==> config.mk <==
export PLATFORM = sky130hd
export DESIGN_NAME = id_ex_stage
export DESIGN_NICKNAME = d
export VERILOG_FILES = /design/src/rtl/id_ex_stage.sv
export SDC_FILE = /design/constraint.sdc
export NUM_CORES = 1
export LEC_CHECK = 0
export ABC_AREA = 0
export CORE_ASPECT_RATIO = 1.1
export CORE_MARGIN = 4
export CORE_UTILIZATION = 30
export CTS_CLUSTER_SIZE = 40
export DETAILED_ROUTE_END_ITERATION = 8
export GPL_ROUTABILITY_DRIVEN = 0
export PLACE_DENSITY = 0.68
export SLEW_MARGIN = 20
export SYNTH_ARGS = -nofsm -noshare
export SYNTH_HDL_FRONTEND = slang
export SYNTH_SLANG_ARGS = --single-unit
==> constraint.sdc <==
create_clock -name clk -period 3.9 [get_ports clk]
set_clock_uncertainty 0.15 [all_clocks]
set_input_delay 0.585 -clock clk [delete_from_list [all_inputs] [get_ports clk]]
set_output_delay 0.585 -clock clk [all_outputs]
set_load 0.005 [all_outputs]
==> src/rtl/id_ex_stage.sv <==
`default_nettype none
// ============================================================================
// Module   : id_ex_stage
// Purpose  : Decode-to-execute pipeline register feeding the ALU. Resolves
//            EX/MEM and MEM/WB operand forwarding at capture, selects the
//            immediate operand, and holds one instruction under a valid/ready
//            handshake with stall, flush and hold-time MEM/WB refresh.
// Revision : 1.0 - initial release
// ============================================================================
module id_ex_stage #(
   parameter int XLEN = 32,
   parameter int REGW = 5
) (
   input  logic            clk,
   input  logic            rst,
   input  logic            id_valid,
   output logic            id_ready,
   input  logic [XLEN-1:0] id_rs1_data,
   input  logic [XLEN-1:0] id_rs2_data,
   input  logic [XLEN-1:0] id_imm,
   input  logic [REGW-1:0] id_rs1,
   input  logic [REGW-1:0] id_rs2,
   input  logic [REGW-1:0] id_rd,
   input  logic            id_alusrc,
   input  logic [1:0]      id_aluctr,
   input  logic            id_regwrite,
   input  logic            exm_we,
   input  logic [REGW-1:0] exm_rd,
   input  logic [XLEN-1:0] exm_data,
   input  logic            mwb_we,
   input  logic [REGW-1:0] mwb_rd,
   input  logic [XLEN-1:0] mwb_data,
   input  logic            flush,
   input  logic            ex_ready,
   output logic            ex_valid,
   output logic [XLEN-1:0] aluin1,
   output logic [XLEN-1:0] aluin2,
   output logic [1:0]      aluctr,
   output logic [REGW-1:0] ex_rd,
   output logic            ex_regwrite,
   output logic [XLEN-1:0] ex_store_data
);

   // ALU operation encodings shared with the ALU
   localparam logic [1:0] ALU_ADD = 2'b00;
   localparam logic [1:0] ALU_SUB = 2'b01;
   localparam logic [1:0] ALU_AND = 2'b10;
   localparam logic [1:0] ALU_OR  = 2'b11;

   typedef enum logic [0:0] {
      S_EMPTY = 1'b0,
      S_FULL  = 1'b1
   } state_t;

   state_t          state;
   state_t          state_next;
   logic            capture;
   logic            hold;
   logic [XLEN-1:0] fwd_rs1;
   logic [XLEN-1:0] fwd_rs2;
   logic            regwrite_q;
   logic [REGW-1:0] held_rs1;
   logic [REGW-1:0] held_rs2;
   logic            held_alusrc;
   logic            refresh_rs1;
   logic            refresh_rs2;

   assign ex_valid    = (state == S_FULL);
   assign id_ready    = !rst && (!ex_valid || ex_ready);
   assign capture     = id_valid && id_ready && !flush;
   assign hold        = ex_valid && !ex_ready;
   assign ex_regwrite = ex_valid && regwrite_q;

   // Only MEM/WB can still produce a newer value while the instruction waits;
   // register 0 is hard-wired and never refreshed.
   assign refresh_rs1 = mwb_we && (mwb_rd == held_rs1) && (held_rs1 != '0);
   assign refresh_rs2 = mwb_we && (mwb_rd == held_rs2) && (held_rs2 != '0);

   // Operand forwarding at capture: EX/MEM beats MEM/WB beats register file
   always_comb begin
      fwd_rs1 = id_rs1_data;
      fwd_rs2 = id_rs2_data;
      if (exm_we && (exm_rd == id_rs1) && (id_rs1 != '0))
         fwd_rs1 = exm_data;
      else if (mwb_we && (mwb_rd == id_rs1) && (id_rs1 != '0))
         fwd_rs1 = mwb_data;
      if (exm_we && (exm_rd == id_rs2) && (id_rs2 != '0))
         fwd_rs2 = exm_data;
      else if (mwb_we && (mwb_rd == id_rs2) && (id_rs2 != '0))
         fwd_rs2 = mwb_data;
   end

   // Occupancy next-state: flush always empties, otherwise capture refills
   always_comb begin
      state_next = state;
      case (state)
         S_EMPTY: begin
            if (capture)
               state_next = S_FULL;
         end
         S_FULL: begin
            if (flush)
               state_next = S_EMPTY;
            else if (ex_ready)
               state_next = capture ? S_FULL : S_EMPTY;
         end
         default: state_next = S_EMPTY;
      endcase
   end

   // Occupancy state register
   always_ff @(posedge clk) begin
      if (rst)
         state <= S_EMPTY;
      else
         state <= state_next;
   end

   // Payload register: load on capture, refresh from MEM/WB while held
   always_ff @(posedge clk) begin
      if (rst) begin
         aluin1        <= '0;
         aluin2        <= '0;
         ex_store_data <= '0;
         aluctr        <= ALU_ADD;
         ex_rd         <= '0;
         regwrite_q    <= 1'b0;
         held_rs1      <= '0;
         held_rs2      <= '0;
         held_alusrc   <= 1'b0;
      end else if (capture) begin
         aluin1        <= fwd_rs1;
         aluin2        <= id_alusrc ? id_imm : fwd_rs2;
         ex_store_data <= fwd_rs2;
         aluctr        <= id_aluctr;
         ex_rd         <= id_rd;
         regwrite_q    <= id_regwrite;
         held_rs1      <= id_rs1;
         held_rs2      <= id_rs2;
         held_alusrc   <= id_alusrc;
      end else if (hold) begin
         if (refresh_rs1)
            aluin1 <= mwb_data;
         if (refresh_rs2) begin
            ex_store_data <= mwb_data;
            if (!held_alusrc)
               aluin2 <= mwb_data;
         end
      end
   end

endmodule
`default_nettype wire

==> impl_metrics.toml <==
[job]
drv_cap = 0

[global_route]
groute.usage.overall_pct = 24.6
grt_overflow = 0
grt_pass1_vias = 9459
antenna_found_initial = 8
grt_pass1_wl_um = 55100
grt_max_degree = 97

[placement]
dpl.hpwl_um = 23200
post-place-ws_ns = 0.444
io_buffers = 301

[route]
wl_met3_um = 3360
m1WireLength_um = 14200
postRouteAntennaNets = 0
drt-initial-drc-count = 749
drt-pass1-iter-count = 6
totalWireLength_um = 35900
drc_errors = 0
vias_per_cell = 6.02
via_count = 9365
wl_met2_um = 16800
wl_per_cell_um = 23.1
highest_layer = "met5"

[cts]
postCtsSetupBuffers = 0
clkLatencyLatePin_ns = 0.41
cts_tree = "done"
cts_root_buf = "clkbuf_16"
clkTransAtPathRegs_ns = 0.06
clock_sinks = 116
cts_resized = 0
cts_hold_buf = 0
cts-htree-levels = 4
cts-buffers-inserted = 17
clk_path_buf_depth = 2

[floorplanning]
rows = 60
die_area_um2 = 28000
io_pins = 302
initial_core_util_pct = 30.8
fp.dieH_um = 175
core_area_um2 = 24700
die_x_um = 160

[logic_synthesis]
synth-edff-count = 0
syn_nets = 1197
netlist-cell-type-count = 46
ys_ff_latch = 116
netlist_instances = 1001
ys.flop_type = "dfxtp_1"
post_synth.cell_area_avg_um2 = 7.60
synth_warnings = 0
yosysSeqAreaShare_pct = 30.5
syn_area_um2 = 7610
postSynth.asyncResetShare_pct = 0

[timing]
max_clock_freq_ghz = 0.325
finalSetupViolCount = 0
rsz0062_at_grt = "no"
hold_violations = 0
worst_pin_slew_ns = 1.15
setup_tns_ns = 0
post-route-period-util_pct = 78.8
min_period_ns = 3.07
fin_ws_ns = 0.827
slew_headroom_pct = 23.6
drv_slew = 0

[layout]
areaGrowthSynthToFinish_pct = 51.6
final_cell_mix = "300 x clkdlybuf4s50_1, 116 x dfxtp_1, 102 x nand2_1"
drive_above_1_share_pct = 6.92
multi_input_area_um2 = 4870
final_common_cell = "clkdlybuf4s50_1"
nFillCells = 2385
regArea_um2 = 2320
nets = 1426

[worst_setup_path]
cp-end-kind = "flip-flop"
arrival_ns = 3.20
critPathMaxFanout = 32
worstSetupPathType = "in -> reg"
cp.required_ns = 4.03
start_kind = "input pin"

[power_and_ir_drop]
p_per_area_nw_per_um2 = 321
p_leak_uw = 0.00423
vdd_drop_max_mv = 0.223

[min_path]
hp-class = "reg -> reg"

[run_status]
status = "finished, final reports clean"
==> cell usage after synthesis, drive strengths merged (3+ instances only) <==
library cell	count	area share (%)
dfxtp	116	31
nand2	104	5.2
clkbuf	99	4.9
a21oi	85	5.6
o21ai	64	4.2
and3	54	4.4
a31oi	40	3.3
and2	38	3.1
nand3	34	2.2
o211ai	34	3.5
a21boi	32	3.2
o311a	32	4.2
a311oi	30	3.5
nor3	30	2.0
nand3b	27	2.7
nor2	27	1.3
o311ai	26	3.0
o31a	22	2.5
buf	19	1.3
xnor2	17	2.0
xor2	11	1.3
inv	10	0.49
o21a	10	0.99
o221a	10	1.5
o31ai	8	0.79
nor4	4	0.58
a211oi	3	0.30
or4	3	0.35
==> where the power goes <==
part           internal (uW)  switching, uW
clock network            966            593
logic                    437            417
registers               1250           39.9
==> layer usage <==
| metal | global-route usage, % | vias to the layer above |
|---|---|---|
| met3 | 6.18 | 106 |
| met2 | 39.5 | 569 |
| met1 | 30.8 | 4422 |
| met5 | 0 | - |
| li1 | - | 4260 |
| met4 | 12.2 | 8 |
==> kinds of logic (layout without fill, tap and decap cells) <==
kind of cell	after synthesis	after routing	synth area share, %
AND/OR/NAND/NOR	330	330	22.7
AO/OA/AOI/OAI	398	398	36.8
flip-flops	116	116	30.5
other	0	4	0
XOR/XNOR	28	28	3.22
buffers and inverters	129	370	6.71
==> per-stage QoR <==
step / cells / power [uW] / hold slack (ns) / cell area (um2) / util (%)
finish: 1556 / 3700 / 0.304 / 11500 / 46.7
global route: 1556 / 3840 / 0.325 / 11500 / 46.7
CTS: 1552 / 3720 / 0.304 / 11500 / 46.6
detailed placement: 1521 / 2160 / 0.296 / 11000 / 44.3
global placement: 1521 / 2150 / 0.293 / 11000 / 44.3
floorplan: 1001 / 1650 / 0.282 / 7610 / -
==> worst max-delay path: stages <==
cell and delay, ns:
clkdlybuf4s50_1 0.50, nor4_1 0.83, a211oi_4 0.13, and2_2 0.52
o311ai_0 0.48, a31oi_1 0.14
==> final timing paths <==
path	startpoint	endpoint	slack, ns	cells past startpoint
setup / recovery	id_rs1[0]	aluin1[22]	0.83	6
hold / removal	ex_rd[1]	ex_rd[1]	0.30	2
setup reg to reg	held_rs2[0]	aluin2[14]	1.33	5
hold reg to reg	ex_rd[1]	ex_rd[1]	0.30	2
==> flip-flops by register name, indices dropped and copies added (netlist names) <==
name,flops
regwrite_q,1
held_alusrc,1
ex_valid,1
aluin2,32
aluin1,32
held_rs2,5
held_rs1,5
aluctr,2
ex_store_data,32
ex_rd,5
==> final cells by class <==
class	count	area share, %
diodes	4	0.0868
clock buffers	21	3.99
clock inverters	10	0.933
inverters	11	0.369
multi-input cells	756	42.3
flip-flops and latches	116	20.1
well taps	310	3.36
repair buffers	328	28.8
No activity file was read; power rests on OpenSTA's default activity.
